<file path="config.mk">
export PLATFORM = sky130hd
export DESIGN_NAME = serial_sub64
export DESIGN_NICKNAME = d
export VERILOG_FILES = /design/src/rtl/serial_sub64.sv
export SDC_FILE = /design/constraint.sdc
export NUM_CORES = 1
export LEC_CHECK = 0
export CORE_MARGIN = 2
export CORE_UTILIZATION = 47
export CTS_CLUSTER_SIZE = 25
export DETAILED_ROUTE_END_ITERATION = 16
export PLACE_DENSITY = 0.76
export SYNTH_ARGS = -nofsm -noshare
export SYNTH_HDL_FRONTEND = slang
export SYNTH_SLANG_ARGS = --single-unit
</file>
<file path="constraint.sdc">
create_clock -name clk -period 2.71 [get_ports clk]
set_input_delay 0.4065 -clock clk [delete_from_list [all_inputs] [get_ports clk]]
set_output_delay 0.4065 -clock clk [all_outputs]
set_load 0.01 [all_outputs]
</file>
<file path="src/rtl/serial_sub64.sv">
// serial_sub64: multi-cycle subtractor computing Diff = A - B - Bin, SLICE bits per cycle.
// WIDTH must be an integer multiple of SLICE.
// Ports:
//   clk, rst             - clock, synchronous active-high reset
//   in_valid, in_ready   - operand handshake (in_ready high only while idle)
//   A, B, Bin            - minuend, subtrahend, borrow-in
//   out_valid, out_ready - result handshake (out_valid high only while done)
//   Diff, Bout, Ovf      - difference, unsigned borrow-out, signed overflow
module serial_sub64 #(
   parameter int unsigned WIDTH = 64,
   parameter int unsigned SLICE = 4
) (
   input  logic             clk,
   input  logic             rst,
   input  logic             in_valid,
   output logic             in_ready,
   input  logic [WIDTH-1:0] A,
   input  logic [WIDTH-1:0] B,
   input  logic             Bin,
   output logic             out_valid,
   input  logic             out_ready,
   output logic [WIDTH-1:0] Diff,
   output logic             Bout,
   output logic             Ovf
);

   localparam int unsigned NSL = WIDTH / SLICE;
   localparam int unsigned CW  = (NSL > 1) ? $clog2(NSL) : 1;

   typedef enum logic [1:0] {IDLE, RUN, DONE} state_t;

   state_t           state;
   logic [CW-1:0]    cnt;
   logic [WIDTH-1:0] a_r;
   logic [WIDTH-1:0] b_r;
   logic [WIDTH-1:0] res_r;
   logic             borrow;
   logic             a_msb;
   logic             b_msb;

   logic [SLICE-1:0]       slice_d;
   logic [SLICE:0]         bc;
   logic [WIDTH+SLICE-1:0] res_cat;
   logic [WIDTH-1:0]       res_next;

   // One slice of ripple full subtractors on the low bits of the shifting operands
   always_comb begin
      bc      = '0;
      slice_d = '0;
      bc[0]   = borrow;
      for (int unsigned i = 0; i < SLICE; i++) begin
         slice_d[i] = a_r[i] ^ b_r[i] ^ bc[i];
         bc[i+1]    = (~a_r[i] & b_r[i]) | (~a_r[i] & bc[i]) | (b_r[i] & bc[i]);
      end
      // New slice enters at the top; after NSL shifts the LSB slice sits at bit 0
      res_cat  = {slice_d, res_r};
      res_next = res_cat[WIDTH+SLICE-1:SLICE];
   end

   // Control FSM and datapath; Diff/Bout/Ovf only update on DONE entry
   always_ff @(posedge clk) begin
      if (rst) begin
         state     <= IDLE;
         cnt       <= '0;
         a_r       <= '0;
         b_r       <= '0;
         res_r     <= '0;
         borrow    <= 1'b0;
         a_msb     <= 1'b0;
         b_msb     <= 1'b0;
         Diff      <= '0;
         Bout      <= 1'b0;
         Ovf       <= 1'b0;
         out_valid <= 1'b0;
         in_ready  <= 1'b1;
      end else begin
         case (state)
            IDLE: begin
               if (in_valid) begin
                  a_r      <= A;
                  b_r      <= B;
                  borrow   <= Bin;
                  a_msb    <= A[WIDTH-1];
                  b_msb    <= B[WIDTH-1];
                  cnt      <= '0;
                  in_ready <= 1'b0;
                  state    <= RUN;
               end
            end
            RUN: begin
               a_r    <= a_r >> SLICE;
               b_r    <= b_r >> SLICE;
               res_r  <= res_next;
               borrow <= bc[SLICE];
               cnt    <= cnt + CW'(1);
               if (cnt == CW'(NSL - 1)) begin
                  cnt       <= '0;
                  Diff      <= res_next;
                  Bout      <= bc[SLICE];
                  // Operand signs differ and result sign differs from the minuend
                  Ovf       <= (a_msb ^ b_msb) & (slice_d[SLICE-1] ^ a_msb);
                  out_valid <= 1'b1;
                  state     <= DONE;
               end
            end
            DONE: begin
               if (out_ready) begin
                  out_valid <= 1'b0;
                  in_ready  <= 1'b1;
                  state     <= IDLE;
               end
            end
            default: begin
               out_valid <= 1'b0;
               in_ready  <= 1'b1;
               state     <= IDLE;
            end
         endcase
      end
   end

endmodule

</file>
==> results by group <==
Run status
  • Outcome: finished, final reports clean

Layout
  • Diode count: 0
  • Finished Core Util: 0.6081
  • Post-Layout Cell Count: ~1800
  • Area grow syn2layout: 27.90%
  • NumNets Final: 1588
  • Share of layout cells above drive strength 1: 0.1156

Clock network
  • Clock Tree Buf Depth: 3
  • Clock root buffer: clkbuf_16
  • Clock sink total: ~270
  • Hold Buf Count CTS: 0
  • Clock latency on the worst-skew pair: approximately 0.53 ns
  • H-Tree Depth: 1
  • CTS tree: done
  • Num CTS Buffers: 28
  • Clock transition at path regs: about 0.060 ns

Yosys
  • Synth unique cells: 33
  • Top_reg_cell synth: dfxtp_1
  • Netlist Area Pre-Place: ~11000 µm²
  • Syn avg cell area: about 8.4 µm²
  • FFs w/ async S/R, synth: 0
  • Post-synthesis sequential area ratio: 0.4782
  • Synthesized flop and latch total: around 270
  • Syn_nets: 1460
  • Synthesis warning total: 0
  • Post-synth EDFFs: 0
  • Syn Inst Count: 1322

Pwr
  • Final Total Pwr: 9006 µW
  • Peak supply drop: 0.3899 mV
  • P per Cell Area: ~630 nW/µm²
  • Leakage: between 0.004 and 0.005 µW

Route
  • Vias: between 9000 and 10000
  • DR iter-0 viols: 551
  • DRC: 0
  • Vias/cell: about 5.4
  • DRT Pass-1 Iters: 5
  • Post-DR wirelength/cell: approximately 15 µm
  • DRT Wirelength: 26.78 mm
  • Antenna-violating nets left: 0

GRT
  • All-Layer GR Usage: 0.2095
  • Remaining Overflow, GRT: 0
  • First-pass GRT wire length: about 43 mm
  • Largest net degree at the start of global routing: just over 80
  • Initial antenna violation count: 1
  • Vias in the first global route: between 8000 and 9000

Timing
  • RSZ-0062 raised after global routing: false
  • Worst slew pin tran: ~0.64 ns
  • Clk_skew: around 0.007 ns
  • Final Hold Violating Endpoints: 0
  • F_max: ~380 MHz
  • # setup viols final: 0
  • Tmin final: roughly 2.6 ns
  • Max-slew violations: 0
  • Setup TNS: 0 ns
  • Setup WS post-layout: ~0.11 ns
  • Period utilization: 0.9601
  • Max_slew headroom: 0.5732

Worst setup path
  • FF-to-FF Start: borrow
  • Worst Setup Start Kind: flip-flop
  • Slowest-stage cell, CP: or3b_2
  • CP Capture Type: flip-flop
  • Worst EP arrival: 3.04 ns
  • CP top delay family: adder cells
  • CP required: about 3.2 ns
  • CP Max Fanout: 2
  • CP max stage delay: ~0.46 ns
  • Worst r2r dst: Ovf
  • Register-to-register path setup slack: 0.11 ns
  • R2R cell count: 9
  • Cell chain of the critical path: inv_2, fa_2, inv_1, fa_2, fa_2, inv_2, fa_1, or3b_2, a311oi_2
  • Buf/Inv on CP: 3
  • CP most frequent cell: fa_2
  • CP Class: flip-flop to flip-flop

Min path
  • End of the worst hold path: Diff[6]
  • Hold path depth: 2
  • Hold Startpoint: rst
  • HP Class: input port to flip-flop

Floorplan
  • IO Pins: around 200
  • Row count: 56
  • Core area: between 20000 and 25000 µm²
  • Die Y: about 160 µm
  • Total Die Area: ~25000 µm²
  • Die X: approximately 160 µm
  • Initial Util: 0.4754

Place
  • DP Worst Slack: 0.01325 ns
  • Port bufs: 200
  • Number of cells after detailed placement: around 1700
  • Placer Congestion: 0.7706
  • DP Wirelength: around 17 mm

Flow run
  • Maxcap violations: 0
cell usage in the layout, fill, tap and decap left out, types with 2 or more instances in the layout:
cell             netlist  layout
a211oi_1               6       6
o21bai_1               2       2
clkinv_2               0       6
nand2_1              365     365
buf_12                 0      15
inv_2                  0       3
nand3_1               65      64
clkbuf_8               0       8
or3_1                  2       2
o21ai_0               63      63
nand3b_1               3       3
a311oi_1              41      40
a22oi_1                7       7
buf_4                  9      12
clkbuf_1              57       5
nor2_1               132     132
a21oi_1              134     134
clkbuf_16              0      29
inv_1                  8       5
a311oi_2              80      81
fa_2                   0       3
clkdlybuf4s50_1        0     199
dfxtp_1              265     264
or3b_2                 2       2
state kept, by name (all words and copies together) (netlist names):
name       flops
Bout           1
Diff          64
Ovf            1
a_msb          1
a_r           64
b_msb          1
b_r           64
borrow         1
cnt            4
in_ready       1
out_valid      1
res_r         60
state          2
cell usage after synthesis (all sizes together) (2+ instances only):
| cell | instances | area (µm²) |
|---|---|---|
| nand2 | 365 | 1370 |
| dfxtp | 265 | 5305 |
| a21oi | 134 | 670.6 |
| nor2 | 132 | 495.5 |
| a311oi | 121 | 1560 |
| buf | 72 | 451.7 |
| nand3 | 65 | 325.3 |
| o21ai | 63 | 315.3 |
| clkbuf | 57 | 214.0 |
| inv | 8 | 30.03 |
| a22oi | 7 | 52.55 |
| a211oi | 6 | 45.04 |
| fa | 4 | 80.08 |
| nand3b | 3 | 22.52 |
| nand2b | 2 | 12.51 |
| nor3b | 2 | 20.02 |
| o21bai | 2 | 15.01 |
| or3 | 2 | 12.51 |
| or3b | 2 | 17.52 |
through the flow:
stage	cell area (µm²)	hold slack (ns)
after CTS	14170	0.3149
after global placement	13240	0.4422
after global routing	14190	0.3409
after floorplan	11090	0.4366
after detailed placement	13240	0.4486
final	14190	0.3196
where the power goes:
part	total (µW)	leakage [µW]	internal [µW]	switching, µW
Combinational	1050	0.00233	483	568
Clock	3770	0.000459	2260	1510
Sequential	4190	0.00217	4080	105
Total	9010	0.00495	6820	2180
worst reg2reg max path, stage by stage (launching register included):
cell,delay [ns]
dfxtp_1,0.32
inv_2,0.07
fa_2,0.18
inv_1,0.05
fa_2,0.33
fa_2,0.34
inv_2,0.06
fa_1,0.43
or3b_2,0.46
a311oi_2,0.26
timing repair:
item / CTS / global route
setup endpoints to repair: 0 / 1
setup buffers: 0 / 1
resized for setup: 0 / 8
final cells by class:
class	instances	area (µm²)
tap	319	399.1
clock buffer	42	854.6
inverter	8	30.03
fill	2092	9144
multi-input combinational	920	5134
sequential	265	5306
timing repair buffer	227	2397
clock inverter	8	67.56
cells by family after synthesis:
logic type,after synthesis,synth area share
simple gates,577,0.2074
compound gates,338,0.2433
flops,265,0.4782
buf+inv,137,0.06271
fa+ha+maj,5,0.008347
worst max path at each step:
stage               cells past startpoint  end   start  slack [ns]
detailed placement                      9  Ovf  borrow        0.01
finish                                  9  Ovf  borrow        0.11
floorplan                               9  Ovf  borrow        0.16
global placement                        9  Ovf  borrow        0.12
CTS                                     9  Ovf  borrow        0.02
global route                            9  Ovf  borrow        0.02
per-layer routing:
metal / wire length [µm] / track usage
met3: 1638 / 0.04243
met4: 722 / 0.06277
met2: 12590 / 0.3468
met5: 13 / 0
met1: 11820 / 0.2764
(Power assumes the default switching activity.)
